<file path="config.mk">
export PLATFORM = sky130hd
export DESIGN_NAME = cp_sequencer_1506
export DESIGN_NICKNAME = d
export VERILOG_FILES = /design/src/rtl/cp_sequencer_1506_pkg.sv /design/src/rtl/cp_sequencer_1506_prog_ram.sv /design/src/rtl/cp_sequencer_1506.sv
export SDC_FILE = /design/constraint.sdc
export NUM_CORES = 2
export LEC_CHECK = 0
export CAP_MARGIN = 10
export CORE_AREA = 2 2 323 357
export DETAILED_ROUTE_END_ITERATION = 7
export DIE_AREA = 0 0 325 359
export GPL_TIMING_DRIVEN = 1
export PLACE_DENSITY = 0.7
export SYNTH_ARGS = -nofsm -noshare
export SYNTH_HDL_FRONTEND = slang
export SYNTH_SLANG_ARGS = --single-unit
</file>
<file path="constraint.sdc">
create_clock -name clk -period 5.9 [get_ports clk]
set_input_delay 1.18 -clock clk [delete_from_list [all_inputs] [get_ports clk]]
set_output_delay 1.18 -clock clk [all_outputs]
set_load 0.01 [all_outputs]
</file>
<file path="src/rtl/cp_sequencer_1506_pkg.sv">
// Shared cryptoprocessor definitions: widths, opcodes and sequencer state encoding.
package cp_sequencer_1506_pkg;

   localparam int CMD_W  = 24;
   localparam int PC_W   = 6;
   localparam int ITER_W = 16;
   localparam int CNT_W  = 8;

   typedef enum logic [3:0] {
      OP_NOP  = 4'h0,
      OP_ADD  = 4'h1,
      OP_SUB  = 4'h2,
      OP_MUL  = 4'h3,
      OP_LOOP = 4'hE,
      OP_HALT = 4'hF
   } opcode_e;

   typedef enum logic [2:0] {
      ST_IDLE  = 3'd0,
      ST_FETCH = 3'd1,
      ST_ISSUE = 3'd2,
      ST_WAIT  = 3'd3,
      ST_DONE  = 3'd4
   } seq_state_e;

   function automatic logic is_exec(input logic [3:0] op);
      return (op == OP_ADD) || (op == OP_SUB) || (op == OP_MUL);
   endfunction

endpackage

</file>
<file path="src/rtl/cp_sequencer_1506_prog_ram.sv">
// 64x24 program memory: one write port, registered read; contents survive reset.
module cp_prog_ram_64x24
   import cp_sequencer_1506_pkg::*;
(
   input  logic             clk_i,
   input  logic             we_i,
   input  logic [PC_W-1:0]  waddr_i,
   input  logic [CMD_W-1:0] wdata_i,
   input  logic [PC_W-1:0]  raddr_i,
   output logic [CMD_W-1:0] rdata_o
);

   logic [CMD_W-1:0] mem_q [0:(1<<PC_W)-1];

   always_ff @(posedge clk_i) begin
      if (we_i) mem_q[waddr_i] <= wdata_i;
      rdata_o <= mem_q[raddr_i];
   end

endmodule

</file>
<file path="src/rtl/cp_sequencer_1506.sv">
// Program sequencer feeding command words to the cryptoprocessor.
//   state | meaning
//   IDLE  | waiting for start; host may write program memory
//   FETCH | RAM read at pc in flight
//   ISSUE | decode instruction; ADD/SUB/MUL strobe ins_in
//   WAIT  | latency down-counter running for the issued op
//   DONE  | one-cycle done pulse, then back to IDLE
module cp_sequencer_1506
   import cp_sequencer_1506_pkg::*;
#(
   parameter int unsigned LAT_ADD = 1,
   parameter int unsigned LAT_SUB = 1,
   parameter int unsigned LAT_MUL = 4
) (
   input  logic              clk,
   input  logic              rst,
   input  logic              prog_we,
   input  logic [PC_W-1:0]   prog_addr,
   input  logic [CMD_W-1:0]  prog_data,
   input  logic              start,
   input  logic [ITER_W-1:0] iter_cnt,
   output logic [CMD_W-1:0]  command_cp,
   output logic              ins_in,
   output logic              busy,
   output logic              done,
   output logic              err,
   output logic [PC_W-1:0]   pc
);

   seq_state_e        state_q, state_d;
   logic [PC_W-1:0]   pc_q, pc_d;
   logic [ITER_W-1:0] iter_q, iter_d;
   logic [CNT_W-1:0]  cnt_q, cnt_d;
   logic [CMD_W-1:0]  cmd_q, cmd_d;
   logic              err_q, err_d;
   logic [CMD_W-1:0]  instr;
   logic [3:0]        op;
   logic [CNT_W-1:0]  lat;
   logic              adv;

   cp_prog_ram_64x24 u_ram (
      .clk_i   (clk),
      .we_i    (prog_we && (state_q == ST_IDLE)),
      .waddr_i (prog_addr),
      .wdata_i (prog_data),
      .raddr_i (pc_q),
      .rdata_o (instr)
   );

   assign op = instr[CMD_W-1 -: 4];

   always_comb begin
      lat = CNT_W'(LAT_ADD);
      if (op == OP_SUB)      lat = CNT_W'(LAT_SUB);
      else if (op == OP_MUL) lat = CNT_W'(LAT_MUL);
   end

   always_ff @(posedge clk or posedge rst) begin
      if (rst) begin
         state_q <= ST_IDLE;
         pc_q    <= '0;
         iter_q  <= '0;
         cnt_q   <= '0;
         cmd_q   <= '0;
         err_q   <= 1'b0;
      end else begin
         state_q <= state_d;
         pc_q    <= pc_d;
         iter_q  <= iter_d;
         cnt_q   <= cnt_d;
         cmd_q   <= cmd_d;
         err_q   <= err_d;
      end
   end

   always_comb begin
      state_d = state_q;
      pc_d    = pc_q;
      iter_d  = iter_q;
      cnt_d   = cnt_q;
      cmd_d   = cmd_q;
      err_d   = err_q;
      adv     = 1'b0;
      unique case (state_q)
         ST_IDLE: begin
            if (start) begin
               pc_d    = '0;
               iter_d  = iter_cnt;
               err_d   = 1'b0;
               state_d = (iter_cnt == '0) ? ST_DONE : ST_FETCH;
            end
         end
         ST_FETCH: state_d = ST_ISSUE;
         ST_ISSUE: begin
            if (is_exec(op)) begin
               cmd_d   = instr;
               cnt_d   = lat;
               state_d = ST_WAIT;
            end else if (op == OP_LOOP) begin
               if (iter_q > ITER_W'(1)) begin
                  iter_d  = iter_q - ITER_W'(1);
                  pc_d    = instr[PC_W-1:0];
                  state_d = ST_FETCH;
               end else begin
                  adv = 1'b1;
               end
            end else if (op == OP_HALT) begin
               state_d = ST_DONE;
            end else begin
               adv = 1'b1;
            end
         end
         ST_WAIT: begin
            if (cnt_q <= CNT_W'(1)) adv = 1'b1;
            else                    cnt_d = cnt_q - CNT_W'(1);
         end
         ST_DONE: state_d = ST_IDLE;
         default: state_d = ST_IDLE;
      endcase
      // Running off the end of program memory is an error, never a wrap to 0.
      if (adv) begin
         if (pc_q == '1) begin
            err_d   = 1'b1;
            state_d = ST_DONE;
         end else begin
            pc_d    = pc_q + PC_W'(1);
            state_d = ST_FETCH;
         end
      end
   end

   assign ins_in     = (state_q == ST_ISSUE) && is_exec(op);
   assign command_cp = ins_in ? instr : cmd_q;
   assign busy       = (state_q != ST_IDLE);
   assign done       = (state_q == ST_DONE);
   assign err        = err_q;
   assign pc         = pc_q;

endmodule

</file>
* Word-level counts from Yosys, hierarchy flattened
Memory sizes are Yosys's and may differ from the RTL's. A register that Yosys moved wholly into a read port is not among the register bits.
Index checks and enable logic that the tools add are counted.
** Operators by class
- Add/subtract/negate cells :: 3
- Multiplexer cells :: 39
- Order comparisons :: 2
- Reductions and logical operators :: 13
- Eq/ne operators :: 20
** Operators by type and width (count)
- $mux W16 :: 4
- $mux W6 :: 6
- $pmux W16 S2 :: 1
- $mux W3 :: 10
- $mux W24 :: 1
- $gt A16 B1 Y1 const B :: 1
- $logic_not A16 Y1 :: 1
- $mux W8 :: 2
- $pmux W8 S2 :: 1
- $sub A16 B1 Y16 const B :: 1
- $ne A2 B2 Y1 const B :: 7
- $pmux W3 S4 :: 1
- $pmux W6 S2 :: 1
- $mux W1 :: 11
- $ne A5 B5 Y1 const B :: 2
- $eq A4 B2 Y1 const B :: 2
- $eq A4 B4 Y1 const B :: 2
- $le A8 B1 Y1 const B :: 1
- $sub A8 B1 Y8 const B :: 1
- $add A6 B1 Y6 const B :: 1
- $eq A3 B2 Y1 const B :: 2
- $eq A6 B6 Y1 const B :: 1
- $reduce_and A5 Y1 :: 1
- $eq A4 B1 Y1 const B :: 1
- 12 further kinds :: 15
** Word-level totals
- Logic and storage cells :: 84
- Bits of input ports :: 50
- Memories kept :: 1
- RAM bits :: 1536
- Output and inout bits :: 34
- Flip-flop bits (word level) :: 58
** Memories
- u_ram.mem_q :: words 64, bits a word 24, rd ports 1, clocked after Yosys merged registers in 1, wr ports 1, RTL line cp_sequencer_1506_prog_ram.sv:13 : logic [CMD_W-1:0] mem_q [0:(1<<PC_W)-1];

* Longest topological paths before layout
- Depth in word-level cells :: 7
- Gate-level depth with buffers :: 10

* By module
A second synthesis with hierarchy kept.
** Unflattened totals
- Cells, all modules :: 2982
- Area total of the unflattened synthesis :: 62386.1 um2
** Modules (own cells, without submodules)
- cp_prog_ram_64x24 :: instances 1, seq. area each 46604.7 um2, area an instance 59295.6 um2, cells an instance 2610
- cp_sequencer_1506 :: instances 1, seq. area each 1451.4 um2, area an instance 3090.5 um2, cells an instance 372

* Worst setup path after synthesis
OpenSTA, ideal clock, no wires.
- Kind :: input to register
- Start :: input port prog_addr[5]
- End :: memory u_ram.mem_q[39][0] (enable)
- Path buffers :: 2
- Required time :: 5.495 ns
- Library setup time :: 0.405 ns
- Arrival :: 3.057 ns
- Cell stages on the path :: 4
- Slack :: 2.438 ns
- Cell sequence :: clkbuf_1 > or3b_2 > buf_1 > nor2_1
** RTL lines
- start, declared :: RTL line cp_sequencer_1506.sv:18 : input logic [PC_W-1:0] prog_addr,
- end, declared :: RTL line cp_sequencer_1506_prog_ram.sv:13
Straight into the memory's write port.

* Worst setup path after layout
- Start :: register state_q[2]
- End :: output port command_cp[14]
** Between the ends
- Longest elaborated chain between the ends :: 3
** Ends and longest elaborated chain
- start, declared :: RTL line cp_sequencer_1506.sv:30 : seq_state_e state_q, state_d;
- start signal, assigned :: RTL line cp_sequencer_1506.sv:67 : state_q <= state_d;
- $eq A3 B2 Y1 :: RTL line cp_sequencer_1506.sv:132 : assign ins_in = (state_q == ST_ISSUE) && is_exec(op);
- $logic_and A1 B1 Y1 :: RTL line cp_sequencer_1506.sv:132
- $mux W24 :: RTL line cp_sequencer_1506.sv:133 : assign command_cp = ins_in ? instr : cmd_q;
- end, declared :: RTL line cp_sequencer_1506.sv:22 : output logic [CMD_W-1:0] command_cp,
No other way between the ends.

==> key figures <==
Cells and area
  • Area Growth Syn to Fin: 13.04%
  • Register area: 0.04807 mm²
  • Area occupied by multi-input gates: 0.01326 mm²
  • Final instance area: between 0.06 and 0.07 mm²
  • Layout cells sized above 1: 25.28%
  • Utilization after layout: ~62%
  • # fillers: 7652
  • Post-layout nets: between 3000 and 4000

Global routing
  • First-pass GRT wire length: 208.7 mm
  • Overall Global Routing Usage: roughly a quarter
  • Largest net degree at the start of global routing: 95
  • Global route total overflow: 0
  • Vias in the first global route: 30790
  • Initial antenna violation count: 4

Route
  • Starting DRT DRC Count: 4364
  • DRT antenna net count: 0
  • Routed length per placed instance: 29.65 µm
  • Drt total wl: 142.2 mm
  • DRC Markers: 0
  • Initial DRT Pass Iterations: 6
  • Drt via density: 6.406
  • Routed via count: approximately 31000

Synthesis
  • Cell taking the most area after synthesis: edfxtp_1
  • Flops & latches, synth: between 1500 and 2000
  • Register area share after synthesis: around 78%
  • Synth Instances: between 2000 and 3000
  • Most instantiated cells after synthesis: 1536 x edfxtp_1, 360 x mux4_2, 150 x nor2_1
  • Synth cell types: 57
  • Main synth FF type: edfxtp_1
  • Post-Syn Area: 0.06185 mm²
  • Post-synth EDFFs: 1536
  • Yosys warns: 0
  • Synth top area share: about 75%
  • Syn_area_per_cell: 20.92 µm²
  • Most frequent cell after synthesis: edfxtp_1
  • Asr flop ratio synth: 3.585%
  • Syn_nets: ~3000
  • Main area contributors after synthesis: edfxtp_1 75%, mux4_2 13%, dfrtp_1 2.3%

Clock tree
  • Root buf cell: clkbuf_16
  • H-Tree Depth: 4
  • Hold buffers post-CTS: 0
  • Clock buffer depth: 3
  • CTS Buf Count: approximately 150
  • Setup repair bufs after CTS: 0
  • Worst-Skew Late Latency: 0.78 ns
  • Cts repair resizes: 0
  • Clk sinks: between 1500 and 2000
  • CTS tree: done
  • Worst-path clk slew: 0.06 ns

STA
  • Unrepaired setup endpoints after global routing: false
  • Period utilisation layout: a little over four fifths
  • Setup total negative slack: 0 ns
  • Relative slew slack: 18.79%
  • Worst Skew: 0.02168 ns
  • Slew Limit Fails: 0
  • Final Setup Violations: 0
  • Slew of the pin with the lowest slew margin: 1.218 ns
  • Fmax: 200.4 MHz
  • Fin. Hold Viols: 0
  • Tmin final: 4.991 ns

Critical path
  • Worst-path cell chain: or3b_1 -> nor4_4 -> buf_4 -> mux2_2 -> clkdlybuf4s50_1
  • Crit Path Max Fanout: 33
  • Arrival time at the worst endpoint: about 3.8 ns
  • Setup crit end kind: output port
  • Worst setup SP type: flip-flop
  • Slowest library cell on the worst path: or3b_1
  • Critical path required time: 4.72 ns
  • Worst Setup Path Type: flip-flop to output port
  • R2R depth: 7
  • Crit-path max cell delay: 0.84 ns

Pwr
  • Tot Pwr: 29390 µW
  • Power per cell area: between 400 and 500 mW/mm²
  • P_leak: ~0.022 µW
  • VDD IR max: about 330 µV

Place
  • DP HPWL: between 80 and 90 mm
  • GP Congestion: 0.8700
  • # port buffers: 83
  • Placed Area: 0.06499 mm²

Floorplanning
  • Number of core rows: 130
  • Core area: 0.1134 mm²
  • Starting Density: a little over half
  • Die width: 325 µm
  • Die area: 0.1167 mm²
  • I/O pin count: 84
  • Die height: 359 µm

Hold path
  • Hold/Removal Path Class: flip-flop to flip-flop
  • Hold path depth: 2

Flow run
  • Max Cap Viol: 0

Run status
  • Status: completed
==> sequential cells by signal (all words and copies together), names as in the netlist <==
| register | flops |
|---|---|
| u_ram.mem_q | 1536 |
| cmd_q | 24 |
| u_ram.rdata_o | 24 |
| iter_q | 16 |
| cnt_q | 8 |
| pc | 6 |
| state_q | 3 |
| err | 1 |
==> area by class of cell <==
type                       instances  area share (%)
inverter                          11         0.05905
clock inverter                    71          0.9520
timing repair buffer             204           2.487
tap                             1518           2.716
multi-input combinational       1163           18.96
antenna                            1        0.003579
clock buffer                     208           6.068
sequential                      1618           68.75
==> cells in the final DEF (no fill, tap or decap), types with 41 or more instances in the layout <==
master,count
o21ai_0,51
nand3_1,56
nor2b_1,47
nand2_1,68
clkdlybuf4s50_1,59
edfxtp_1,1536
dfrtp_1,54
o22ai_1,94
clkbuf_1,41
mux2i_1,76
buf_4,111
nor2_2,65
nor2_1,85
a211oi_1,49
mux4_2,360
clkbuf_16,159
==> worst max-delay path: cells and delay by family (launching register included) <==
family	cells	cell delay (ns)
multiplexers	1	0.42
flip-flops	1	0.47
buffers and inverters	2	0.92
AND/OR/NAND/NOR	2	1.20
==> logic make-up after synthesis <==
group / share of synthesized area, %
multiplexers: 14.85
buffers and inverters: 1.137
XOR/XNOR: 0.09912
AND/OR/NAND/NOR: 3.146
adder cells (fa/ha/maj): 0.1011
flip-flops: 77.69
AO/OA/AOI/OAI: 2.976
==> routing by layer <==
layer  routed length [µm]  up-vias  GRT usage, %
met5                   24        -             0
met4                 3725        4         7.217
met3                12560      201         4.618
met2                67900     1553         38.16
met1                57940    16250         36.08
li1                     -    12700             -
==> through the flow <==
stage               cells  hold slack [ns]  worst slack (ns)
floorplan            2957           0.4485             2.438
global placement     4512           0.4609             1.843
detailed placement   4513           0.4859             1.742
CTS                  4792           0.4888            0.8943
global route         4794           0.5130            0.7533
finish               4794           0.4877            0.9088
==> report_power, final <==
| part | switching (µW) | internal [µW] | total (µW) |
|---|---|---|---|
| logic | 3530 | 2920 | 6450 |
| registers | 462 | 12900 | 13400 |
| clock network | 4090 | 5490 | 9580 |
| total | 8080 | 21300 | 29400 |
==> path summary, 6_finish.rpt <==
check	from	endpoint	slack, ns
worst max-delay path	state_q[2]	command_cp[14]	0.91
min in group asynchronous	rst	cmd_q[17]	0.98
worst min-delay path	err	err	0.49
max in group asynchronous	rst	pc[0]	4.28
worst max register to register	pc[2]	u_ram.rdata_o[3]	2.30
worst min register to register	err	err	0.49
Power figures use the tool's default switching activity.
